--- config.mk ---
export PLATFORM = sky130hd
export DESIGN_NAME = iter_div
export DESIGN_NICKNAME = d
export VERILOG_FILES = /design/src/rtl/cpu_defs.sv /design/src/rtl/iter_div.sv
export SDC_FILE = /design/constraint.sdc
export NUM_CORES = 1
export LEC_CHECK = 0
export BUFFER_PORTS_ARGS = -buffer_cell sky130_fd_sc_hd__buf_2
export CORE_UTILIZATION = 54
export CTS_CLUSTER_SIZE = 40
export DETAILED_ROUTE_END_ITERATION = 10
export GPL_TIMING_DRIVEN = 0
export PLACE_DENSITY = 0.89
export SYNTH_ARGS = -nofsm -noshare
export SYNTH_HDL_FRONTEND = slang
export SYNTH_SLANG_ARGS = --single-unit
--- constraint.sdc ---
create_clock -name aclk -period 4.4 [get_ports aclk]
set_clock_uncertainty 0.05 [all_clocks]
set_input_delay 0.88 -clock aclk [delete_from_list [all_inputs] [get_ports aclk]]
set_output_delay 0.88 -clock aclk [all_outputs]
set_load 0.05 [all_outputs]
--- src/rtl/cpu_defs.sv ---
// Shared EXE-stage types: fixed-width words and the divider state encoding.
package cpu_defs;
  typedef logic [31:0] uint32_t;
  typedef logic [63:0] uint64_t;
  typedef enum logic [1:0] {DIV_IDLE, DIV_CALC, DIV_DONE} div_state_e;
endpackage

--- src/rtl/iter_div.sv ---
// Radix-2 restoring divider with a 34-cycle turnaround. Magnitudes are divided,
// then the signs are re-applied to produce {quotient, remainder}.
module iter_div
  import cpu_defs::*;
#(
  parameter bit SIGNED = 1'b1
) (
  input  logic        aclk,
  input  logic        aresetn,
  input  logic        s_axis_dividend_tvalid,
  output logic        s_axis_dividend_tready,
  input  logic [31:0] s_axis_dividend_tdata,
  input  logic        s_axis_divisor_tvalid,
  output logic        s_axis_divisor_tready,
  input  logic [31:0] s_axis_divisor_tdata,
  input  logic        cancel,
  output logic        m_axis_dout_tvalid,
  output logic [63:0] m_axis_dout_tdata
);

  function automatic uint32_t neg_if(input uint32_t x, input logic neg);
    return neg ? (~x + 32'd1) : x;
  endfunction

  div_state_e r_state;
  logic [32:0] r_rem;
  uint32_t     r_quo;
  uint32_t     r_dvs;
  logic [4:0]  r_cnt;
  logic        r_qneg;
  logic        r_rneg;
  logic        r_tvalid;
  uint64_t     r_tdata;

  logic        w_accept;
  logic        w_s1_neg;
  logic        w_s2_neg;
  logic [33:0] w_trial;
  logic        w_qbit;
  logic [32:0] w_rem_nxt;
  uint32_t     w_quo_nxt;

  // Both channels move together; reset also holds them off.
  assign w_accept = aresetn && (r_state == DIV_IDLE) && s_axis_dividend_tvalid &&
                    s_axis_divisor_tvalid && !cancel;
  assign s_axis_dividend_tready = w_accept;
  assign s_axis_divisor_tready  = w_accept;

  assign w_s1_neg = SIGNED & s_axis_dividend_tdata[31];
  assign w_s2_neg = SIGNED & s_axis_divisor_tdata[31];

  // The partial remainder stays below 2^32, so bit 33 of the trial is its sign.
  assign w_trial   = {r_rem, r_quo[31]} - {2'b00, r_dvs};
  assign w_qbit    = ~w_trial[33];
  assign w_rem_nxt = w_qbit ? w_trial[32:0] : {r_rem[31:0], r_quo[31]};
  assign w_quo_nxt = {r_quo[30:0], w_qbit};

  always_ff @(posedge aclk or negedge aresetn) begin
    if (!aresetn) begin
      r_state  <= DIV_IDLE;
      r_rem    <= '0;
      r_quo    <= '0;
      r_dvs    <= '0;
      r_cnt    <= '0;
      r_qneg   <= 1'b0;
      r_rneg   <= 1'b0;
      r_tvalid <= 1'b0;
      r_tdata  <= '0;
    end else begin
      r_tvalid <= 1'b0;
      case (r_state)
        DIV_IDLE: begin
          if (w_accept) begin
            r_rem   <= '0;
            r_quo   <= neg_if(s_axis_dividend_tdata, w_s1_neg);
            r_dvs   <= neg_if(s_axis_divisor_tdata, w_s2_neg);
            r_qneg  <= w_s1_neg ^ w_s2_neg;
            r_rneg  <= w_s1_neg;
            r_cnt   <= '0;
            r_state <= DIV_CALC;
          end
        end
        DIV_CALC: begin
          if (cancel) begin
            r_state <= DIV_IDLE;
          end else begin
            r_rem <= w_rem_nxt;
            r_quo <= w_quo_nxt;
            r_cnt <= r_cnt + 5'd1;
            // Result is registered off the final iteration so the pulse lands in DONE.
            if (r_cnt == 5'd31) begin
              r_state  <= DIV_DONE;
              r_tvalid <= 1'b1;
              r_tdata  <= {neg_if(w_quo_nxt, r_qneg), neg_if(w_rem_nxt[31:0], r_rneg)};
            end
          end
        end
        DIV_DONE: r_state <= DIV_IDLE;
        default:  r_state <= DIV_IDLE;
      endcase
    end
  end

  assign m_axis_dout_tvalid = r_tvalid;
  assign m_axis_dout_tdata  = r_tdata;

endmodule

# After elaboration in Yosys (flattened, before gate mapping)
# Cells that the tools add are included.
dict set report word_totals {
  wordCells 59
  regBits 171
  inputBits 69
  out_inout_bits 67
}
dict set report classes {
  n_reduce_logical 11
  n_eq_ne 5
  add_sub_neg 6
  bitwise 7
  muxes 21
}
# operator n
set op_table {}
lappend op_table {{$mux W32} 6}
lappend op_table {{$add A32 B1 Y32 const B} 4}
lappend op_table {{$not A32 Y32} 4}
lappend op_table {{$mux W33} 3}
lappend op_table {{$pmux W33 S2} 1}
lappend op_table {{$pmux W32 S2} 1}
lappend op_table {{$sub A34 B32 Y34} 1}
lappend op_table {{$mux W5} 2}
lappend op_table {{$pmux W5 S2} 1}
lappend op_table {{$mux W2} 3}
lappend op_table {{$reduce_and A3 Y1} 2}
lappend op_table {{$add A5 B1 Y5 const B} 1}
lappend op_table {{$eq A5 B5 Y1 const B} 1}
lappend op_table {{$logic_and A1 B1 Y1} 4}
lappend op_table {{$ne A2 B2 Y1 const B} 2}
lappend op_table {{$pmux W2 S2} 1}
lappend op_table {{$reduce_and A2 Y1} 2}
lappend op_table {{$mux W1} 3}
lappend op_table {{$ne A3 B3 Y1 const B} 1}
lappend op_table {{$eq A2 B1 Y1 const B} 1}
lappend op_table {{$logic_not A2 Y1} 1}
lappend op_table {{$not A1 Y1} 2}
lappend op_table {{$reduce_bool A2 Y1} 1}
lappend op_table {{$logic_not A1 Y1} 1}
lappend op_table {{$xor A1 B1 Y1} 1}

# Logic depth before layout (Yosys ltp)
dict set report depth {
  depth_word 7
  ltp_mapped 22
  depth_no_buf 19
}

# Least setup slack after synthesis
# No wires, ideal clock.
dict set report synth_path {
  path_kind {reg-to-reg}
  from {register r_rem[17]}
  to {register r_tdata[30] (netlist: m_axis_dout_tdata[30])}
  path_slack_ns -0.139
  setup_time_ns 0.071
  n_path_buf 2
  arrival_time_ns 4.418
  period_less_slack_ns 4.539
  t_required_ns 4.279
  stages_incl_launch_ff 21
  path_cell_list {dfrtp_1 > ha_1 > a21oi_1 > o21ai_1 > a211oi_1 > o31ai_1 > nor4_2 > nor2_4 > inv_2 > clkbuf_1 > clkbuf_1 > nor2_1 > a21oi_1 > ha_1 > nand2_1 > a21oi_1 > a31oi_1 > nor4_4 > nand3_1 > or4_1 > nand4_1}
}
dict set report synth_between {
  elab_chain_cells 5
}
# element line_no
set synth_lines {}
lappend synth_lines {{start: declaration} iter_div.sv:26} ;# logic [32:0] r_rem;
lappend synth_lines {{start signal: assignment} iter_div.sv:87} ;# r_rem <= w_rem_nxt;
lappend synth_lines {{$sub A34 B32 Y34} iter_div.sv:53} ;# assign w_trial = {r_rem, r_quo[31]} - {2'b00, r_dvs};
lappend synth_lines {{$mux W33 (*)} iter_div.sv:55} ;# assign w_rem_nxt = w_qbit ? w_trial[32:0] : {r_rem[31:0], r_quo[31]};
lappend synth_lines {{$not A32 Y32} iter_div.sv:22} ;# return neg ? (~x + 32'd1) : x;
lappend synth_lines {{$add A32 B1 Y32} iter_div.sv:22}
lappend synth_lines {{$mux W32 (*)} iter_div.sv:22}
lappend synth_lines {{end signal: assignment} iter_div.sv:94} ;# r_tdata <= {neg_if(w_quo_nxt, r_qneg), neg_if(w_rem_nxt[31:0], r_rneg)};
lappend synth_lines {{end: declaration} iter_div.sv:33} ;# uint64_t r_tdata;
# Mark *: on every way between the ends. The rest lies on a longest branch, timed or not.
# A chain may end at the register's enable or synchronous reset.

# Final worst setup path
dict set report layout_path {
  from {register r_rem[3]}
  to {register r_tdata[20] (netlist: m_axis_dout_tdata[20])}
}
# The elaborated chain is that of the path after synthesis.

==> metrics.json <==
{
  "ys_seq_elements": 171,
  "route.antenna.remaining_nets": 0,
  "synth.yosys.seq_area_share_pct": 36.7,
  "post-route-period-util_pct": 101,
  "power.density_nw_per_um2": 492,
  "drt_first_iter_violations": 1257,
  "synth_enable_flop_cells": 0,
  "start_util_pct": 55.3,
  "layout.filler_cells": 1675,
  "crit_family": "compound AO/OA/AOI/OAI gates",
  "finalHoldViolCount": 0,
  "multi_input_comb_area_um2": 7140,
  "via_per_instance_ratio": 6.24,
  "most-common-layout-cells": "234 x sky130_fd_sc_hd__nand2_1, 219 x sky130_fd_sc_hd__o21ai_0, 167 x sky130_fd_sc_hd__dfrtp_1",
  "worstPathCellList": "ha_1 -> o211a_1 -> o31a_1 -> o21ai_4 -> a211oi_4 -> nor4_4 -> nor2_4 -> clkinv_4 -> buf_12 -> a21oi_4 -> ha_4 -> nand2_1 -> a21oi_2 -> a31oi_4 -> or2_2 -> o21ai_0 -> xnor2_1 -> o21ai_0",
  "design.die.area_um2": 22200,
  "synthDistinctLibCells": 70,
  "post-place-cells": 1834,
  "ys_dominant_reg_cell": "sky130_fd_sc_hd__dfrtp_1",
  "failed_checks": "negative setup slack",
  "timing.final.ws_setup_ns": -0.0655,
  "cts_buffers": 17,
  "max_cap_violations": 0,
  "worstRegToRegCells": 18,
  "numPortBuffers": 135,
  "dpl.hpwl_mm": 25.6,
  "drc_errors": 0,
  "floorplan.die.height_um": 149,
  "p_sw_share_pct": 43.5,
  "clock-root-buffer": "sky130_fd_sc_hd__clkbuf_16",
  "critPathCaptureType": "flip-flop",
  "area.growth.synth_to_final_pct": 19.0,
  "worst_setup_hold_path_clk_slew_ns": 0.07,
  "report.final.slew_viol_count": 0,
  "dp_slack_ns": -0.993,
  "coreArea_um2": 21100,
  "net_switching_power_of_the_design_mw": 2.97,
  "cpMaxStageDelayCell": "sky130_fd_sc_hd__dfrtp_1",
  "ctsLongestPathBuffers": 2,
  "worst_r2r_startpoint": "r_rem[3]",
  "crit_buf_inv": 2,
  "synth-warning-count": 0,
  "maxClockFrequency_mhz": 224,
  "report.final.setup_viol": 2,
  "cp.required_ns": 4.67,
  "power.share.sequential_pct": 29.0,
  "normalized_max_slew_margin_pct": 38.6,
  "via_count_of_the_first_global_routing_pass": 11000,
  "power_mw": 6.83,
  "period_minus_slack_ns": 4.47,
  "detailroute.via_count": 11900,
  "yosys.area.top_type": "sky130_fd_sc_hd__dfrtp_1",
  "tritoncts": "yes",
  "final_layout_size_suffix_gt1_share_pct": 17.1,
  "clock_power_share_pct": 21.9,
  "power.static_leakage_nw": 6.35,
  "critical_path.max_stage_delay_ns": 0.46,
  "place_congestion": 0.974,
  "grt_first_pass_wirelength_mm": 55.9,
  "cts_htree_levels": 4,
  "cp_common_cell": "sky130_fd_sc_hd__o21ai_0",
  "worstReg2RegEnd": "m_axis_dout_tdata[20]",
  "combPwrFrac_pct": 49.1,
  "syn_inst": 1423,
  "synth_top_cell_area_share_pct": 36.7,
  "fp-row-count": 53,
  "worst-setup-path-type": "reg -> reg",
  "postSynthAreaPerCell_um2": 8.19,
  "fin_worst_hold_slack_ns": 0.373,
  "grt_overflow": 0,
  "num_io_pins": 136,
  "data_arrival_at_the_endpoint_of_the_critical_path_ns": 4.73,
  "crit_fanout": 8,
  "async_s_r_ff_share_synth_pct": 100,
  "setup.reg_to_reg.worst_slack_ns": -0.07,
  "setup_tns_ns": -0.0913,
  "instances_no_fill": 1902,
  "clk_latency_ns": 0.45,
  "sequential_cell_area_um2": 4280,
  "num-nets-final": 1721,
  "globalRouteTotalUtil_pct": 31.9,
  "clock_sink_count": 171,
  "internal_pwr_total_mw": 3.86,
  "initial_antenna_violation_count": 1,
  "ctsHoldBuffers": 0,
  "path_type_of_the_worst_min_delay_path": "in -> async",
  "worst-slew-pin-transition_ns": 0.909,
  "ir_drop_uv": 297,
  "status": "finished with violations",
  "final_common_cell": "sky130_fd_sc_hd__nand2_1",
  "synthesized_net_count": 1531,
  "synth_cell_area_um2": 11700,
  "post_drt_wl_per_cell_um": 18.6,
  "floorplan.die.width_um": 149,
  "pin_count_of_the_biggest_net_entering_global_routing": 95,
  "timing.critical_path.from_type": "flip-flop",
  "drt_first_pass_iters": 7,
  "synth_area_leaders": "sky130_fd_sc_hd__dfrtp_1 37%, sky130_fd_sc_hd__o21ai_0 9.7%, sky130_fd_sc_hd__xor2_1 8.0%, sky130_fd_sc_hd__nand2_1 7.5%, sky130_fd_sc_hd__ha_1 4.1%",
  "postRouteWirelength_mm": 35.3
}
-- per-stage QoR --
stage | cell area (µm²) | utilization, %
final | 13900 | 65.8
after floorplan | 11700 | -
after CTS | 13600 | 64.4
after detailed placement | 12800 | 60.5
after global routing | 13900 | 65.8
after global placement | 12700 | 60.3
-- flip-flops by register name (all words and copies together) (netlist names) --
signal              cells
r_state                 2
r_quo                  32
r_dvs                  32
m_axis_dout_tvalid      1
r_cnt                   5
r_qneg                  1
r_rneg                  1
r_rem                  33
m_axis_dout_tdata      64
-- Yosys cell counts, drive strengths merged, types with 3 or more instances --
library cell / count
nor2b: 7
nor4: 16
ha: 38
a21oi: 84
buf: 21
or3: 20
nand3b: 6
a31oi: 11
and2: 8
nor2: 88
o21ai: 229
a21o: 9
nor4b: 5
o31a: 3
a211oi: 13
and3: 8
mux2i: 28
xor2: 106
or2: 6
or4: 20
o211ai: 3
clkbuf: 56
xnor2: 42
inv: 48
nor3: 16
nand3: 11
o2111ai: 3
o21bai: 4
nand2: 234
o31ai: 32
o41ai: 16
dfrtp: 171
a22o: 5
nand2b: 13
nand4: 11
o21a: 5
-- worst max path at each step --
| stage | from | cells past startpoint | to | slack (ns) |
|---|---|---|---|---|
| after global placement | aresetn | 7 | s_axis_divisor_tready | -1.92 |
| final | r_rem[3] | 18 | m_axis_dout_tdata[20] | -0.07 |
| after detailed placement | r_rem[21] | 21 | m_axis_dout_tdata[30] | -0.99 |
| after global routing | r_rem[3] | 18 | m_axis_dout_tdata[20] | -0.24 |
| after floorplan | r_rem[26] | 19 | m_axis_dout_tdata[30] | 0.001 |
| after CTS | r_rem[25] | 19 | m_axis_dout_tdata[30] | -0.05 |
-- timing repair --
item / CTS / global route
gates resized for setup: 27 / 43
setup endpoints to repair: 33 / 32
pin swaps: 12 / 15
buffers inserted: 14 / 24
-- layer usage --
layer  part of all wire [%]  GRT usage (%)  vias to the layer above
met5                      0              0                        -
met4                    3.9           10.6                        0
met3                     11           6.73                      147
met2                     45           50.8                      760
met1                     40           43.3                     5529
li1                       -              -                     5437
-- power by group through the flow --
stage | logic (mW) | clock network, mW | registers (mW)
6_report | 3.35 | 1.50 | 1.98
5_1_grt | 3.60 | 1.56 | 2.00
4_1_cts | 2.99 | 1.49 | 1.96
3_5_place_dp | 2.79 | 0 | 1.99
3_3_place_gp | 2.71 | 0 | 1.97
2_1_floorplan | 2.09 | 0 | 1.92
-- worst reg2reg max path, delay by kind of cell, from the launching register on --
kind	cells	cell delay [ns]
adder cells (fa/ha/maj)	2	0.62
XOR/XNOR	1	0.21
AO/OA/AOI/OAI	9	1.95
AND/OR/NAND/NOR	4	0.74
flip-flops	1	0.46
buffers and inverters	2	0.32
-- final cells by class --
type	instances	area share (%)
diodes	1	0.0180
plain buffers	74	2.46
clock buffers	18	3.09
clock inverters	14	1.07
inverters	48	1.33
multi-input cells	1127	51.5
flip-flops and latches	171	30.9
well taps	275	2.48
repair buffers	174	7.20
-- kinds of logic (layout without fill, tap and decap cells) --
logic type	count (synthesis)	after routing	share of synthesized area, %
compound gates	438	438	22.2
flops	171	171	36.7
xor+xnor	148	148	11.1
simple gates	474	474	19.1
buf+inv	125	328	4.18
mux	28	28	2.40
other cells	0	1	0
fa+ha+maj	39	39	4.25
No activity file was read; power rests on OpenSTA's default activity.
